<file path="config.mk">
export PLATFORM = sky130hd
export DESIGN_NAME = spi_xfer_arbiter
export DESIGN_NICKNAME = d
export VERILOG_FILES = /design/src/rtl/spi_arb_pkg.sv /design/src/rtl/spi_rr_picker.sv /design/src/rtl/spi_xfer_arbiter.sv
export SDC_FILE = /design/constraint.sdc
export NUM_CORES = 1
export LEC_CHECK = 0
export ABC_CLOCK_PERIOD_IN_PS = 1600
export BUFFER_PORTS_ARGS = -buffer_cell sky130_fd_sc_hd__buf_2
export CAP_MARGIN = 20
export CORE_MARGIN = 5
export CORE_UTILIZATION = 45
export DETAILED_ROUTE_END_ITERATION = 8
export GPL_ROUTABILITY_DRIVEN = 1
export PLACE_DENSITY = 0.76
export RECOVER_POWER = 50
export SKIP_CTS_REPAIR_TIMING = 1
export SYNTH_ARGS = -nofsm -noshare
export SYNTH_HDL_FRONTEND = slang
export SYNTH_SLANG_ARGS = --single-unit
</file>
<file path="constraint.sdc">
create_clock -name CLK -period 1.6 [get_ports CLK]
set_input_delay 0.08 -clock CLK [delete_from_list [all_inputs] [get_ports CLK]]
set_output_delay 0.08 -clock CLK [all_outputs]
set_load 0.01 [all_outputs]
</file>
<file path="src/rtl/spi_arb_pkg.sv">
// Shared types and constants for the SPI transfer arbiter.
package spi_arb_pkg;

    localparam int unsigned SPI_BYTE_W     = 8;
    localparam int unsigned TO_CYC_DEFAULT = 1024;

    typedef enum logic [2:0] {
        StIdle,
        StStart,
        StWaitLo,
        StWaitHi,
        StNext
    } state_t;

endpackage

</file>
<file path="src/rtl/spi_rr_picker.sv">
// Combinational round-robin picker: first set request at or after ptr_i, wrapping.
module spi_rr_picker #(
    parameter int unsigned NREQ  = 2,
    parameter int unsigned PTR_W = 1
) (
    input  logic [NREQ-1:0]  req_i,
    input  logic [PTR_W-1:0] ptr_i,
    output logic             valid_o,
    output logic [NREQ-1:0]  oh_o,
    output logic [PTR_W-1:0] idx_o
);

    int unsigned k;

    // Scan from the pointer upwards so the last owner is checked last
    always_comb begin
        valid_o = 1'b0;
        oh_o    = '0;
        idx_o   = '0;
        k       = 0;
        for (int unsigned off = 0; off < NREQ; off++) begin
            k = (32'(ptr_i) + off) % NREQ;
            if (!valid_o && req_i[k]) begin
                valid_o = 1'b1;
                oh_o[k] = 1'b1;
                idx_o   = PTR_W'(k);
            end
        end
    end

endmodule

</file>
<file path="src/rtl/spi_xfer_arbiter.sv">
// Shares one SpiMaster byte engine between NREQ requesters, sequencing multi-byte bursts.
// Optional per-byte timeout is enabled by defining SPI_ARB_TIMEOUT_EN.
module spi_xfer_arbiter
    import spi_arb_pkg::*;
#(
    parameter int unsigned NREQ   = 2,
    parameter int unsigned LEN_W  = 4,
    parameter int unsigned TO_CYC = TO_CYC_DEFAULT
) (
    input  logic                         CLK,
    input  logic                         RST_n,
    input  logic [NREQ-1:0]              req,
    input  logic [NREQ*LEN_W-1:0]        req_len,
    input  logic [NREQ*SPI_BYTE_W-1:0]   tx_data,
    output logic [NREQ-1:0]              gnt,
    output logic [NREQ-1:0]              tx_pop,
    output logic [SPI_BYTE_W-1:0]        rx_data,
    output logic [NREQ-1:0]              rx_valid,
    output logic [NREQ-1:0]              done,
    output logic                         err,
    output logic                         spi_ctl,
    output logic [SPI_BYTE_W-1:0]        spi_txd,
    input  logic [SPI_BYTE_W-1:0]        spi_rxd,
    input  logic                         spi_csn
);

    localparam int unsigned PTR_W = (NREQ > 1) ? $clog2(NREQ) : 1;

    state_t                state_q, state_d;
    logic [PTR_W-1:0]      sel_q, sel_d;
    logic [PTR_W-1:0]      rr_q, rr_d;
    logic [LEN_W-1:0]      cnt_q, cnt_d;
    logic [NREQ-1:0]       gnt_q, gnt_d;
    logic [NREQ-1:0]       rx_valid_q, rx_valid_d;
    logic [SPI_BYTE_W-1:0] rx_data_q, rx_data_d;
    logic                  spi_ctl_q, spi_ctl_d;
    logic [SPI_BYTE_W-1:0] spi_txd_q, spi_txd_d;

    logic                  pick_valid;
    logic [NREQ-1:0]       pick_oh;
    logic [PTR_W-1:0]      pick_idx;
    logic [LEN_W-1:0]      pick_len;
    logic [NREQ-1:0]       sel_oh;
    logic [PTR_W-1:0]      rr_next;
    logic                  timeout;

    spi_rr_picker #(
        .NREQ  (NREQ),
        .PTR_W (PTR_W)
    ) u_picker (
        .req_i   (req),
        .ptr_i   (rr_q),
        .valid_o (pick_valid),
        .oh_o    (pick_oh),
        .idx_o   (pick_idx)
    );

    assign pick_len = req_len[32'(pick_idx)*LEN_W +: LEN_W];
    assign sel_oh   = NREQ'(1) << sel_q;
    // Owner just served drops to lowest priority next time
    assign rr_next  = (32'(sel_q) == NREQ - 1) ? '0 : sel_q + 1'b1;

`ifdef SPI_ARB_TIMEOUT_EN
    localparam int unsigned TO_W = (TO_CYC > 2) ? $clog2(TO_CYC) : 1;
    logic [TO_W-1:0] to_cnt_q, to_cnt_d;

    // Per-byte watchdog: cleared when a byte is launched, counts while waiting on the engine
    always_comb begin
        to_cnt_d = to_cnt_q;
        if (state_q == StStart) begin
            to_cnt_d = '0;
        end else if (state_q == StWaitLo || state_q == StWaitHi) begin
            to_cnt_d = to_cnt_q + 1'b1;
        end
    end

    // Watchdog register
    always_ff @(posedge CLK or negedge RST_n) begin
        if (!RST_n) begin
            to_cnt_q <= '0;
        end else begin
            to_cnt_q <= to_cnt_d;
        end
    end

    assign timeout = (state_q == StWaitLo || state_q == StWaitHi) &&
                     (to_cnt_q == TO_W'(TO_CYC - 1));
`else
    logic unused_to_cyc;
    assign unused_to_cyc = (TO_CYC == 0);
    assign timeout       = 1'b0;
`endif

    // State and datapath registers; spi_ctl and gnt drop asynchronously on reset
    always_ff @(posedge CLK or negedge RST_n) begin
        if (!RST_n) begin
            state_q    <= StIdle;
            sel_q      <= '0;
            rr_q       <= '0;
            cnt_q      <= '0;
            gnt_q      <= '0;
            rx_valid_q <= '0;
            rx_data_q  <= '0;
            spi_ctl_q  <= 1'b0;
            spi_txd_q  <= '0;
        end else begin
            state_q    <= state_d;
            sel_q      <= sel_d;
            rr_q       <= rr_d;
            cnt_q      <= cnt_d;
            gnt_q      <= gnt_d;
            rx_valid_q <= rx_valid_d;
            rx_data_q  <= rx_data_d;
            spi_ctl_q  <= spi_ctl_d;
            spi_txd_q  <= spi_txd_d;
        end
    end

    // Next-state and datapath updates for the burst sequencer
    always_comb begin
        state_d    = state_q;
        sel_d      = sel_q;
        rr_d       = rr_q;
        cnt_d      = cnt_q;
        gnt_d      = gnt_q;
        rx_valid_d = '0;
        rx_data_d  = rx_data_q;
        spi_ctl_d  = spi_ctl_q;
        spi_txd_d  = spi_txd_q;
        case (state_q)
            StIdle: begin
                if (pick_valid) begin
                    sel_d   = pick_idx;
                    cnt_d   = pick_len;
                    gnt_d   = pick_oh;
                    // Zero-length burst skips the engine and just reports done
                    state_d = (pick_len == '0) ? StNext : StStart;
                end
            end
            StStart: begin
                spi_txd_d = tx_data[32'(sel_q)*SPI_BYTE_W +: SPI_BYTE_W];
                spi_ctl_d = 1'b1;
                state_d   = StWaitLo;
            end
            StWaitLo: begin
                // Engine already busy also lands here; ctl stays high so no extra edge
                if (!spi_csn) begin
                    spi_ctl_d = 1'b0;
                    state_d   = StWaitHi;
                end
            end
            StWaitHi: begin
                if (spi_csn) begin
                    rx_data_d  = spi_rxd;
                    rx_valid_d = sel_oh;
                    cnt_d      = cnt_q - 1'b1;
                    state_d    = StNext;
                end
            end
            StNext: begin
                if (cnt_q != '0) begin
                    state_d = StStart;
                end else begin
                    gnt_d   = '0;
                    rr_d    = rr_next;
                    state_d = StIdle;
                end
            end
            default: state_d = StIdle;
        endcase
        if (timeout) begin
            spi_ctl_d = 1'b0;
            gnt_d     = '0;
            rr_d      = rr_next;
            state_d   = StIdle;
        end
    end

    // Owner-directed pulses decoded from the current state
    always_comb begin
        tx_pop = '0;
        done   = '0;
        err    = timeout;
        if (state_q == StStart) begin
            tx_pop = sel_oh;
        end
        if ((state_q == StNext && cnt_q == '0) || timeout) begin
            done = sel_oh;
        end
    end

    assign gnt      = gnt_q;
    assign rx_valid = rx_valid_q;
    assign rx_data  = rx_data_q;
    assign spi_ctl  = spi_ctl_q;
    assign spi_txd  = spi_txd_q;

endmodule

</file>
# [Yosys cells after proc, flatten, opt, wreduce, memory -nomap -nowiden]
# Cells that the tools add are included.
[op_classes] n_addsub=3 n_lt_le_gt_ge=4 eq_ne=8 shifts=3 n_mux=33 bitwise=2 n_reduce_logical=19
[op_table] operator="2-bit two-way mux" count=8
[op_table] operator="16-bit by 5-bit indexed part select with 8-bit output" count=1
[op_table] operator="3-bit one-hot mux with 5 select lines" count=1
[op_table] operator="1-bit two-way mux" count=13
[op_table] operator="3-bit two-way mux" count=4
[op_table] operator="3-bit AND reduction" count=3
[op_table] operator="4-bit logical NOT" count=2
[op_table] operator="4-bit two-way mux" count=2
[op_table] operator="2-bit inequality test (second input constant)" count=4
[op_table] operator="4-bit one-hot mux with 2 select lines" count=1
[op_table] operator="2-bit AND reduction" count=4
[op_table] operator="8-bit by 4-bit indexed part select with 4-bit output" count=1
[op_table] operator="3-bit by 2-bit equality test with 1-bit output (second input constant)" count=2
[op_table] operator="2-bit nonzero test" count=3
[op_table] operator="1-bit logical AND" count=4
[op_table] operator="1-bit by 2-bit less-than comparator with 1-bit output (second input constant)" count=2
[op_table] operator="2-bit one-hot mux with 2 select lines" count=1
[op_table] operator="4-bit nonzero test" count=1
[op_table] operator="4-bit by 1-bit subtractor with 4-bit output (second input constant)" count=1
[op_table] operator="3-bit by 1-bit equality test with 1-bit output (second input constant)" count=1
[op_table] operator="3-bit equality test (second input constant)" count=1
[op_table] operator="3-bit logical NOT" count=1
[op_table] operator="1-bit adder (second input constant)" count=2
[op_table] operator="1-bit demux with 1-bit select" count=2
[op_table] operator="6 further kinds" count=7
[totals] reg_bits=30 input_bits=37 wordCells=81

# [Depth between registers and ports, before layout]
# Gate-level depths: netlist of the first run.
[logic_depth] ltp_word=11 depth_mapped=6 ltp_nobuf=6

# [Hierarchy]
# From an unflattened synthesis of the first run, not the netlist that was laid out.
[hier_totals] hier_cells=146 hier_area_um2=1564.0
[by_module_without_submodules] module="spi_xfer_arbiter" n_inst=1 cells_each=141 area_each_um2=1531.5 seq_area_each_um2=750.7
[by_module_without_submodules] module="spi_rr_picker" n_inst=1 cells_each=5 area_each_um2=32.5 seq_area_each_um2=0.0

# [Worst setup path before layout of the first run]
# OpenSTA, ideal clock, no wires.
[synth_timing] kind="flip-flop to flip-flop" start="register cnt_q[0]" end="register rr_q" setup_ns=0.064 t_arrival_ns=1.301 t_required_ns=1.536 setup_slack_ns=0.235 path_stages_with_launch=7 path_buffers=0 cell_sequence="dfrtp_1 > inv_1 > ha_1 > nor3b_1 > nand2_1 > nor2_1 > a21o_1"
[synth_via] elab_chain_len=3
[synth_lines] element="start, declared" line_no="spi_xfer_arbiter.sv:32" text="logic [LEN_W-1:0] cnt_q, cnt_d;"
[synth_lines] element="start signal, assigned" line_no="spi_xfer_arbiter.sv:110" text="cnt_q <= cnt_d;"
[synth_lines] element="4-bit nonzero test" line_no="spi_xfer_arbiter.sv:161" text="if (cnt_q != '0) begin"
[synth_lines] element="1-bit inverter (no line)"
[synth_lines] element="2-bit AND reduction (no line)"
[synth_lines] element="end signal, assigned" line_no="spi_xfer_arbiter.sv:109" text="rr_q <= rr_d;"
[synth_lines] element="end, declared" line_no="spi_xfer_arbiter.sv:31" text="logic [PTR_W-1:0] rr_q, rr_d;"
# Every way passes these cells.
# A chain may end at the register's enable or synchronous reset.

# [Worst setup path after layout of the first run]
[layout_timing] start="register cnt_q[0]" end="output done[0]"
[layout_via] elab_chain_len=3
[layout_lines] element="4-bit logical NOT" line_no="spi_xfer_arbiter.sv:187" text="if ((state_q == StNext && cnt_q == '0) || timeout) begin"
[layout_lines] element="1-bit logical AND" line_no="spi_xfer_arbiter.sv:187"
[layout_lines] element="2-bit two-way mux" line_no="spi_xfer_arbiter.sv:187"
[layout_lines] element="end, declared" line_no="spi_xfer_arbiter.sv:19" text="output logic [NREQ-1:0] done,"
# Every way passes these cells.

==> results of run 1 <==
[stage by stage]
step / util, % / cells / power (mW) / hold WS (ns) / TNS (ns)
after floorplan: - / 146 / 2.53 / -0.216 / 0
after global placement: 57.1 / 249 / 3.01 / 0.150 / 0
after detailed placement: 57.1 / 249 / 3.07 / 0.148 / 0
after CTS: 58.9 / 257 / 3.52 / -0.203 / -0.379
after global routing: 63.2 / 271 / 3.91 / 0.0786 / -0.261
final: 63.2 / 271 / 3.64 / 0.0657 / -0.0897
[cells by family (layout without fill, tap and decap cells)]
group           Yosys count  count (layout)
buf+inv                  13              92
other cells               1               1
fa+ha+maj                 2               2
flops                    30              30
mux                      18              18
compound gates           39              39
simple gates             43              43
[cell type report]
class                   count  area [um2]  share of cell area (%)
clock buffers               7        55.1                    2.59
multi-input cells         103         787                    37.0
clock inverters             1        5.00                   0.235
repair buffers             80         457                    21.5
inverters                   4        15.0                   0.706
well taps                  46        57.6                    2.71
flip-flops and latches     30         751                    35.3
[registers in the layout (all words and copies together), names as in the netlist]
register	count
rr_q	1
spi_txd	8
gnt	2
state_q	3
cnt_q	4
spi_ctl	1
sel_q	1
rx_valid	2
rx_data	8
[cells in the final DEF (no fill, tap or decap), types with 8 or more instances in the layout]
cell type,count
buf_2,49
dfrtp_1,30
a21oi_1,13
clkbuf_1,12
mux2i_1,10
buf_4,10
nor2_1,9
dlygate4sd3_1,9
mux2_1,8
[power by group through the flow]
stage	logic, mW	clock network (mW)	registers, mW
final	1.79	0.456	1.39
after global routing	1.97	0.500	1.44
after CTS	1.69	0.469	1.36
after detailed placement	1.69	0	1.37
after global placement	1.65	0	1.36
after floorplan	1.08	0	1.45
[routing by layer]
| metal | vias up | track usage [%] | routed length (um) |
|---|---|---|---|
| met4 | 0 | 3.90 | 40 |
| met2 | 53 | 22.0 | 1790 |
| met1 | 631 | 18.8 | 1690 |
| li1 | 680 | - | - |
| met3 | 4 | 5.51 | 309 |
| met5 | - | 0 | 0 |
[cell usage after synthesis (all sizes together)]
master | number | area share, %
a221oi | 2 | 1.9
a31o | 2 | 1.1
a21oi | 15 | 5.2
o311a | 1 | 0.63
nor4 | 1 | 0.40
a211oi | 1 | 0.48
nor2 | 11 | 2.8
nand3 | 5 | 1.6
mux2i | 10 | 6.3
and3b | 1 | 0.79
or3 | 1 | 0.40
inv | 4 | 0.95
nand2b | 1 | 0.40
or4 | 1 | 0.48
a2bb2oi | 2 | 1.5
nand2 | 7 | 2.1
a21boi | 5 | 2.4
clkbuf | 1 | 0.24
ha | 2 | 1.6
o21bai | 1 | 0.48
nor3b | 4 | 2.6
nor3 | 1 | 0.32
o31ai | 3 | 1.4
buf | 8 | 3.4
and2 | 1 | 0.40
mux2 | 8 | 5.7
o21ai | 6 | 2.1
nor2b | 1 | 0.40
a21o | 1 | 0.48
and3 | 6 | 2.5
or2b | 2 | 0.95
dfrtp | 30 | 48
conb | 1 | 0.24
[final timing paths]
check | start | endpoint | depth (start not counted)
max | cnt_q[0]$_DFFE_PN0P_ | done[0] | 6
min | tx_data[5] | spi_txd[5]$_DFFE_PN0N_ | 3
max reg2reg | state_q[1]$_DFFE_PN0P_ | cnt_q[1]$_DFFE_PN0P_ | 3
min reg2reg | rx_data[3]$_DFFE_PN0P_ | rx_data[3]$_DFFE_PN0P_ | 1
max in group asynchronous | RST_n | spi_txd[7]$_DFFE_PN0N_ | 2
min in group asynchronous | RST_n | rx_valid[1]$_DFF_PN0_ | 2
[critical path, delay by kind of cell (launching register included)]
| kind | cells | cell delay, ns |
|---|---|---|
| fa+ha+maj | 1 | 0.13 |
| buf+inv | 2 | 0.24 |
| flops | 1 | 0.42 |
| simple gates | 3 | 0.48 |
==> impl_metrics.tcl, run 1 <==
set metrics [dict create \
    status "complete, but fails checks" \
    violations "setup timing" \
    num_rows 21 \
    fmax_mhz 598 \
    diodes 0 \
    dp_hpwl_mm 2.64 \
    yosys.area_share.simple_pct 16.1 \
    dr_total_vias 1368 \
    core_um2 3360 \
    hold_class "primary input to register" \
    viasPerCell 5.05 \
    grt_antenna_before_repair 0 \
    gr-usage-all-layers_pct 14.3 \
    cp_data_required_time_ns 1.52 \
    syn_avg_cell_area_um2 10.8 \
    crit_chain "inv_2, ha_4, nor3b_4, nand2_2, nor2_2, buf_2" \
    switchingPower_mw 1.45 \
    drtAntennaViolNets 0 \
    wirelength_mm 3.83 \
    worstPathArrival_ns 1.59 \
    syn_to_final_growth_pct 34.9 \
    hold_viol_final 0 \
    synth_fp_nets 185 \
    synth_cells 146 \
    synthAdderAreaFrac_pct 1.59 \
    rsz0062_at_grt "yes" \
    power.internal_mw 2.19 \
    cp_slowest_cell "dfrtp_1" \
    powerDensity_nw_per_um2 1710 \
    ys_seq_area_share_pct 47.6 \
    path_max_fanout 4 \
    netSwitchingFraction_pct 39.8 \
    worst_pin_slew_ns 0.732 \
    worst-r2r-setup-slack_ns 0.14 \
    cpPeakStageDelay_ns 0.42 \
    root_buffer "clkbuf_4" \
    synth_compound_area_share_pct 17.8 \
    nets 263 \
    timing_worst_setup_path_type "register to output port" \
    grt_pass1_wl_mm 5.71 \
    drt_iter0_markers 65 \
    synthXorXnorAreaFrac_pct 0 \
    period_share_pct 105 \
    start_util_pct 46.9 \
    max_slew_margin_pct 51.2 \
    clockBufferDepth 2 \
    cts_tree "built" \
    synth_top_family_by_area "compound AO/OA/AOI/OAI gates" \
    setup_violations 2 \
    combPwrFrac_pct 49.2 \
    ys_ff_latch 30 \
    period_needed_ns 1.67 \
    placed_area_um2 1920 \
    postLayoutCellArea_um2 2130 \
    synth_area_um2 1580 \
    grt_max_degree 31 \
    pre_cts_ws_ns 0.138 \
    grt_overflow 0 \
    cts-buffers-inserted 5 \
    fillCellCount 310 \
    clock-skew-final_ns 0.00255 \
    clk_latency_ns 0.31 \
    fin_ws_ns -0.0727 \
    die_height_um 69.2 \
    wl_per_cell_um 14.1 \
    vdd_drop_max_uv 688 \
    num_io_pins 63 \
    h-tree-depth 2 \
    seq_power_share_pct 38.3 \
    layout-drive-gt1-share_pct 37.8 \
    cap_violations 0 \
    start_kind "register" \
    synth_mux_area_share_pct 12.1 \
    slew_viol_final 0 \
    port_buffers 61 \
    die_w_um 69.2 \
    yosysUniqueCellTypes 44 \
    synth_warnings 0 \
    drc 0 \
    leakage_nw 1.01 \
    clockPowerShare_pct 12.5 \
    grt_pass1_vias 1269 \
    gp_congestion 0.803 \
    path_clk_slew_ns 0.09 \
    die_area_um2 4790 \
    cp-end-kind "output port" \
    drt_pass1_iterations 4 \
    cts_num_sinks 30 \
]
Note: power is estimated with default switching activity, not from simulation.
==> run 2, diff against run 1 <==
--- a/config.mk
+++ b/config.mk
@@ -8,6 +8,7 @@
 export ABC_CLOCK_PERIOD_IN_PS = 1600
 export BUFFER_PORTS_ARGS = -buffer_cell sky130_fd_sc_hd__buf_2
 export CAP_MARGIN = 20
+export CORE_ASPECT_RATIO = 1.2
 export CORE_MARGIN = 5
 export CORE_UTILIZATION = 45
 export DETAILED_ROUTE_END_ITERATION = 8
==> run 2 against run 1 <==
Against the previous run:
- the flow now finishes without violations
- sequential power about the same
- combinational power down 2%
- clock-buffer cell count unchanged
- sequential share of layout area up 1.6 points
- via count down 3.1%
- critical path type unchanged
==> impl_metrics.tcl, run 2 (same netlist as run 1, synthesis figures left out) <==
set metrics [dict create \
    timing_worst_setup_path_type "register to output port" \
    period_share_pct 97.7 \
    status "finished clean" \
    grt_pass1_wl_mm 5.78 \
    vdd_drop_max_uv 1050 \
    powerDensity_nw_per_um2 1840 \
    gp_congestion 0.873 \
    wl_met3_um 283 \
    port_buffers 61 \
    cap_violations 0 \
    drtAntennaViolNets 0 \
    gr-usage-all-layers_pct 15.5 \
    grt_pass1_vias 1284 \
    grt_antenna_before_repair 0 \
    setup_violations 0 \
    path_max_fanout 4 \
    cp_slowest_cell "dfrtp_1" \
    combPwrFrac_pct 46.6 \
    syn_to_final_growth_pct 29.2 \
    fin_ws_ns 0.0368 \
    start_util_pct 46.8 \
    die_height_um 74.8 \
    dr_total_vias 1325 \
    drt-met1-wl_mm 1.54 \
    viasPerCell 5.26 \
    p_total_mw 3.76 \
    wl_per_cell_um 14.1 \
    dp_hpwl_mm 2.66 \
    clock-skew-final_ns 0.00349 \
    final_cell_mix "buf_2 (39), dfrtp_1 (30), clkbuf_1 (22)" \
    cp_data_required_time_ns 1.52 \
    diodes 0 \
    start_kind "register" \
    hold_viol_final 0 \
    nets 253 \
    drc 0 \
    wirelength_mm 3.55 \
    die_w_um 64.0 \
    drt_iter0_markers 29 \
    layout-drive-gt1-share_pct 33.5 \
    cts_num_sinks 30 \
    num_io_pins 63 \
    core_um2 3370 \
    drt_pass1_iterations 4 \
    cts-buffers-inserted 5 \
    fmax_mhz 640 \
    cts_tree "built" \
    crit_buf_inv 2 \
    seq_power_share_pct 37.0 \
    met2_length_mm 1.66 \
    worst-r2r-setup-slack_ns 0.12 \
    cp-end-kind "output port" \
    cpPeakStageDelay_ns 0.41 \
    worstPathArrival_ns 1.48 \
    crit_chain "inv_2, ha_4, nor3b_4, nand2_1, nor2_2, buf_2" \
    clockBufferDepth 2 \
    rsz0062_at_grt "yes" \
    switchingPower_mw 1.48 \
    leakage_nw 0.949 \
    path_clk_slew_ns 0.06 \
    grt_overflow 0 \
    hold_class "primary input to register" \
    die_area_um2 4790 \
    netSwitchingFraction_pct 39.3 \
    power.internal_mw 2.28 \
    num_rows 23 \
    grt_max_degree 31 \
    period_needed_ns 1.56 \
    clockPowerShare_pct 16.4 \
    root_buffer "clkbuf_8" \
    max_slew_margin_pct 51.0 \
    h-tree-depth 2 \
    path_delay_family "simple AND/OR/NAND/NOR gates" \
    clk_latency_ns 0.27 \
    worst_pin_slew_ns 0.735 \
    pre_cts_ws_ns 0.103 \
    routed.top_layer "met4" \
    final_common_cell "buf_2" \
    slew_viol_final 0 \
]
run 2: changes by cell type in the layout (fill, tap and decap cells not counted):
cell,delta
clkbuf_8,+5
clkbuf_1,+10
clkbuf_4,-5
dlygate4sd3_1,-8
nand2_2,-1
buf_4,-2
nand2_1,+1
buf_2,-10
run 2: power by group through the flow:
stage / Sequential [mW] / Clock [mW] / Combinational (mW)
3_3_place_gp: 1.36 / 0 / 1.66
5_1_grt: 1.44 / 0.665 / 1.94
6_report: 1.39 / 0.616 / 1.75
2_1_floorplan: 1.45 / 0 / 1.08
4_1_cts: 1.36 / 0.639 / 1.71
3_5_place_dp: 1.37 / 0 / 1.71
run 2: worst paths after layout:
check,startpoint,endpoint,depth (start not counted)
min,spi_rxd[6],rx_data[6]$_DFFE_PN0P_,2
max in group asynchronous,RST_n,rr_q$_DFFE_PN0P_,2
min reg2reg,rr_q$_DFFE_PN0P_,rr_q$_DFFE_PN0P_,1
min in group asynchronous,RST_n,rx_data[1]$_DFFE_PN0P_,2
max,cnt_q[0]$_DFFE_PN0P_,done[0],6
max reg2reg,rr_q$_DFFE_PN0P_,cnt_q[1]$_DFFE_PN0P_,4
run 2: cell type report:
class                   count  area [um2]
fillers                   305        1330
repair buffers             70         349
inverters                   4        15.0
flip-flops and latches     30         751
clock inverters             1        5.00
multi-input cells         103         785
clock buffers               7        86.3
well taps                  37        46.3
run 2: routing by layer:
layer / global-route usage, % / vias up
met5: 0 / -
met4: 6.24 / 0
met3: 5.22 / 6
met2: 24.1 / 47
met1: 19.9 / 612
li1: - / 660
run 2: stage by stage:
| stage | std cells | area, um2 | util [%] | hold WS, ns | setup TNS [ns] |
|---|---|---|---|---|---|
| floorplan | 146 | 1580 | - | -0.216 | 0 |
| global placement | 240 | 1910 | 56.7 | 0.147 | 0 |
| detailed placement | 240 | 1910 | 56.7 | 0.150 | 0 |
| CTS | 248 | 2000 | 59.4 | -0.156 | -0.330 |
| global route | 252 | 2040 | 60.5 | 0.0168 | -0.0760 |
| finish | 252 | 2040 | 60.5 | 0.0113 | 0 |
==> run 3, diff against run 2 <==
--- a/config.mk
+++ b/config.mk
@@ -13,6 +13,7 @@
 export CORE_UTILIZATION = 45
 export DETAILED_ROUTE_END_ITERATION = 8
 export GPL_ROUTABILITY_DRIVEN = 1
+export HOLD_SLACK_MARGIN = 0.02
 export PLACE_DENSITY = 0.76
 export RECOVER_POWER = 50
 export SKIP_CTS_REPAIR_TIMING = 1
==> run 3 against run 2 <==
Against the previous run:
- die area unchanged
- flip-flop and latch count did not move
- clock skew about the same
- clock-buffer cell count did not move
- wire length up 0.82%
- highest routed layer unchanged
- critical endpoint unchanged
- via count is 0.98% higher
- power hardly changed
- sequential share of layout area fell by 0.18 points
- setup slack got worse by 0.0021 ns
- final area grew 0.49%
- clock power is essentially flat
==> impl_metrics.tcl, run 3 (same netlist as run 1, synthesis figures left out) <==
set metrics [dict create \
    status "finished clean" \
    worst-r2r-setup-slack_ns 0.11 \
    grt_max_degree 31 \
    cap_violations 0 \
    final_cell_mix "buf_2 (39), dfrtp_1 (30), clkbuf_1 (22)" \
    viasPerCell 5.29 \
    wirelength_mm 3.58 \
    hold_viol_final 0 \
    drt-met1-wl_mm 1.55 \
    dr_total_vias 1338 \
    h-tree-depth 2 \
    r2r_end "cnt_q[1]$_DFFE_PN0P_" \
    reg2reg_depth 4 \
    powerDensity_nw_per_um2 1840 \
    num_io_pins 63 \
    layout-drive-gt1-share_pct 33.3 \
    leakage_nw 0.954 \
    setup_violations 0 \
    hold_class "primary input to register" \
    root_buffer "clkbuf_8" \
    die_height_um 74.8 \
    grt_pass1_vias 1284 \
    cp_slowest_cell "dfrtp_1" \
    final_common_cell "buf_2" \
    crit_buf_inv 2 \
    port_buffers 61 \
    pre_cts_ws_ns 0.103 \
    clockBufferDepth 2 \
    met2_length_mm 1.67 \
    start_util_pct 46.8 \
    timing_worst_setup_path_type "register to output port" \
    wl_met3_um 283 \
    crit_chain "inv_2, ha_4, nor3b_4, nand2_1, nor2_2, buf_2" \
    path_max_fanout 4 \
    grt_antenna_before_repair 0 \
    r2r_start "rr_q$_DFFE_PN0P_" \
    placed_area_um2 1910 \
    gp_congestion 0.873 \
    p_total_mw 3.76 \
    dp_hpwl_mm 2.66 \
    period_share_pct 97.8 \
    dp.cells 240 \
    core_um2 3370 \
    die_w_um 64.0 \
    gr-usage-all-layers_pct 15.5 \
    num_rows 23 \
    rsz0062_at_grt "yes" \
    period_needed_ns 1.57 \
    drtAntennaViolNets 0 \
    drt_iter0_markers 15 \
    fin_cells 253 \
    vdd_drop_max_uv 1050 \
    drc 0 \
    clk_latency_ns 0.27 \
    cts-buffers-inserted 5 \
    path_delay_family "simple AND/OR/NAND/NOR gates" \
    utilization_pct 60.8 \
    whs_endpoint "rx_data[1]$_DFFE_PN0P_" \
    fin_ws_ns 0.0347 \
    min_from "spi_rxd[1]" \
    syn_to_final_growth_pct 29.8 \
    diodes 0 \
    fillCellCount 304 \
    grt_overflow 0 \
    die_area_um2 4790 \
    cpPeakStageDelay_ns 0.41 \
    cp_data_required_time_ns 1.52 \
    grt_pass1_wl_mm 5.78 \
    path_clk_slew_ns 0.06 \
    wl_per_cell_um 14.2 \
    clock-skew-final_ns 0.00345 \
    postLayoutCellArea_um2 2050 \
    worst_pin_slew_ns 0.733 \
    cts_num_sinks 30 \
    drt_pass1_iterations 4 \
    fmax_mhz 639 \
    routed.top_layer "met4" \
    start_kind "register" \
    slew_viol_final 0 \
    nets 254 \
    max_slew_margin_pct 51.1 \
    cts_tree "built" \
    worstPathArrival_ns 1.49 \
    min_path_cells 2 \
    cp-end-kind "output port" \
]
==> run 3: cell count changes in the layout (fill, tap and decap cells not counted) <==
cell	previous run	this run
dlygate4sd3_1	1	2
==> run 3: where the power goes <==
part	internal (mW)	leakage [nW]	switching (mW)
registers	1.11	0.354	0.277
clock network	0.346	0.0482	0.269
logic	0.824	0.552	0.930
total	2.28	0.954	1.48
==> run 3: worst reg2reg max path, stage by stage (launching register included) <==
cell and delay [ns]:
dfrtp_1 0.38, nand2b_1 0.29, and3_1 0.26, o31ai_1 0.29, mux2i_1 0.13
==> run 3: worst max path at each step <==
stage | cells after the start | slack (ns) | end | startpoint
2_1_floorplan | 6 | 0.23 | rr_q$_DFFE_PN0P_ | cnt_q[0]$_DFFE_PN0P_
3_3_place_gp | 6 | 0.15 | done[0] | cnt_q[0]$_DFFE_PN0P_
3_5_place_dp | 6 | 0.10 | done[0] | cnt_q[0]$_DFFE_PN0P_
4_1_cts | 6 | -0.20 | done[0] | cnt_q[0]$_DFFE_PN0P_
5_1_grt | 6 | -0.07 | done[0] | cnt_q[0]$_DFFE_PN0P_
6_report | 6 | 0.03 | done[0] | cnt_q[0]$_DFFE_PN0P_
==> run 3: area by class of cell <==
type | instances | area [um2] | share of cell area (%)
tap | 37 | 46.3 | 2.26
timing repair buffer | 71 | 359 | 17.5
clock buffer | 7 | 86.3 | 4.22
multi-input combinational | 103 | 785 | 38.3
sequential | 30 | 751 | 36.7
clock inverter | 1 | 5.00 | 0.244
inverter | 4 | 15.0 | 0.733
==> run 3: per-layer routing <==
metal	up-vias	track usage, %
li1	662	-
met1	623	19.9
met2	47	24.1
met3	6	5.22
met4	0	6.24
met5	-	0
==> run 3: stage by stage <==
step | setup TNS (ns) | hold slack [ns]
after floorplan | 0 | -0.216
after global placement | 0 | 0.147
after detailed placement | 0 | 0.150
after CTS | -0.330 | -0.156
after global routing | -0.0760 | 0.0201
final | 0 | 0.0168
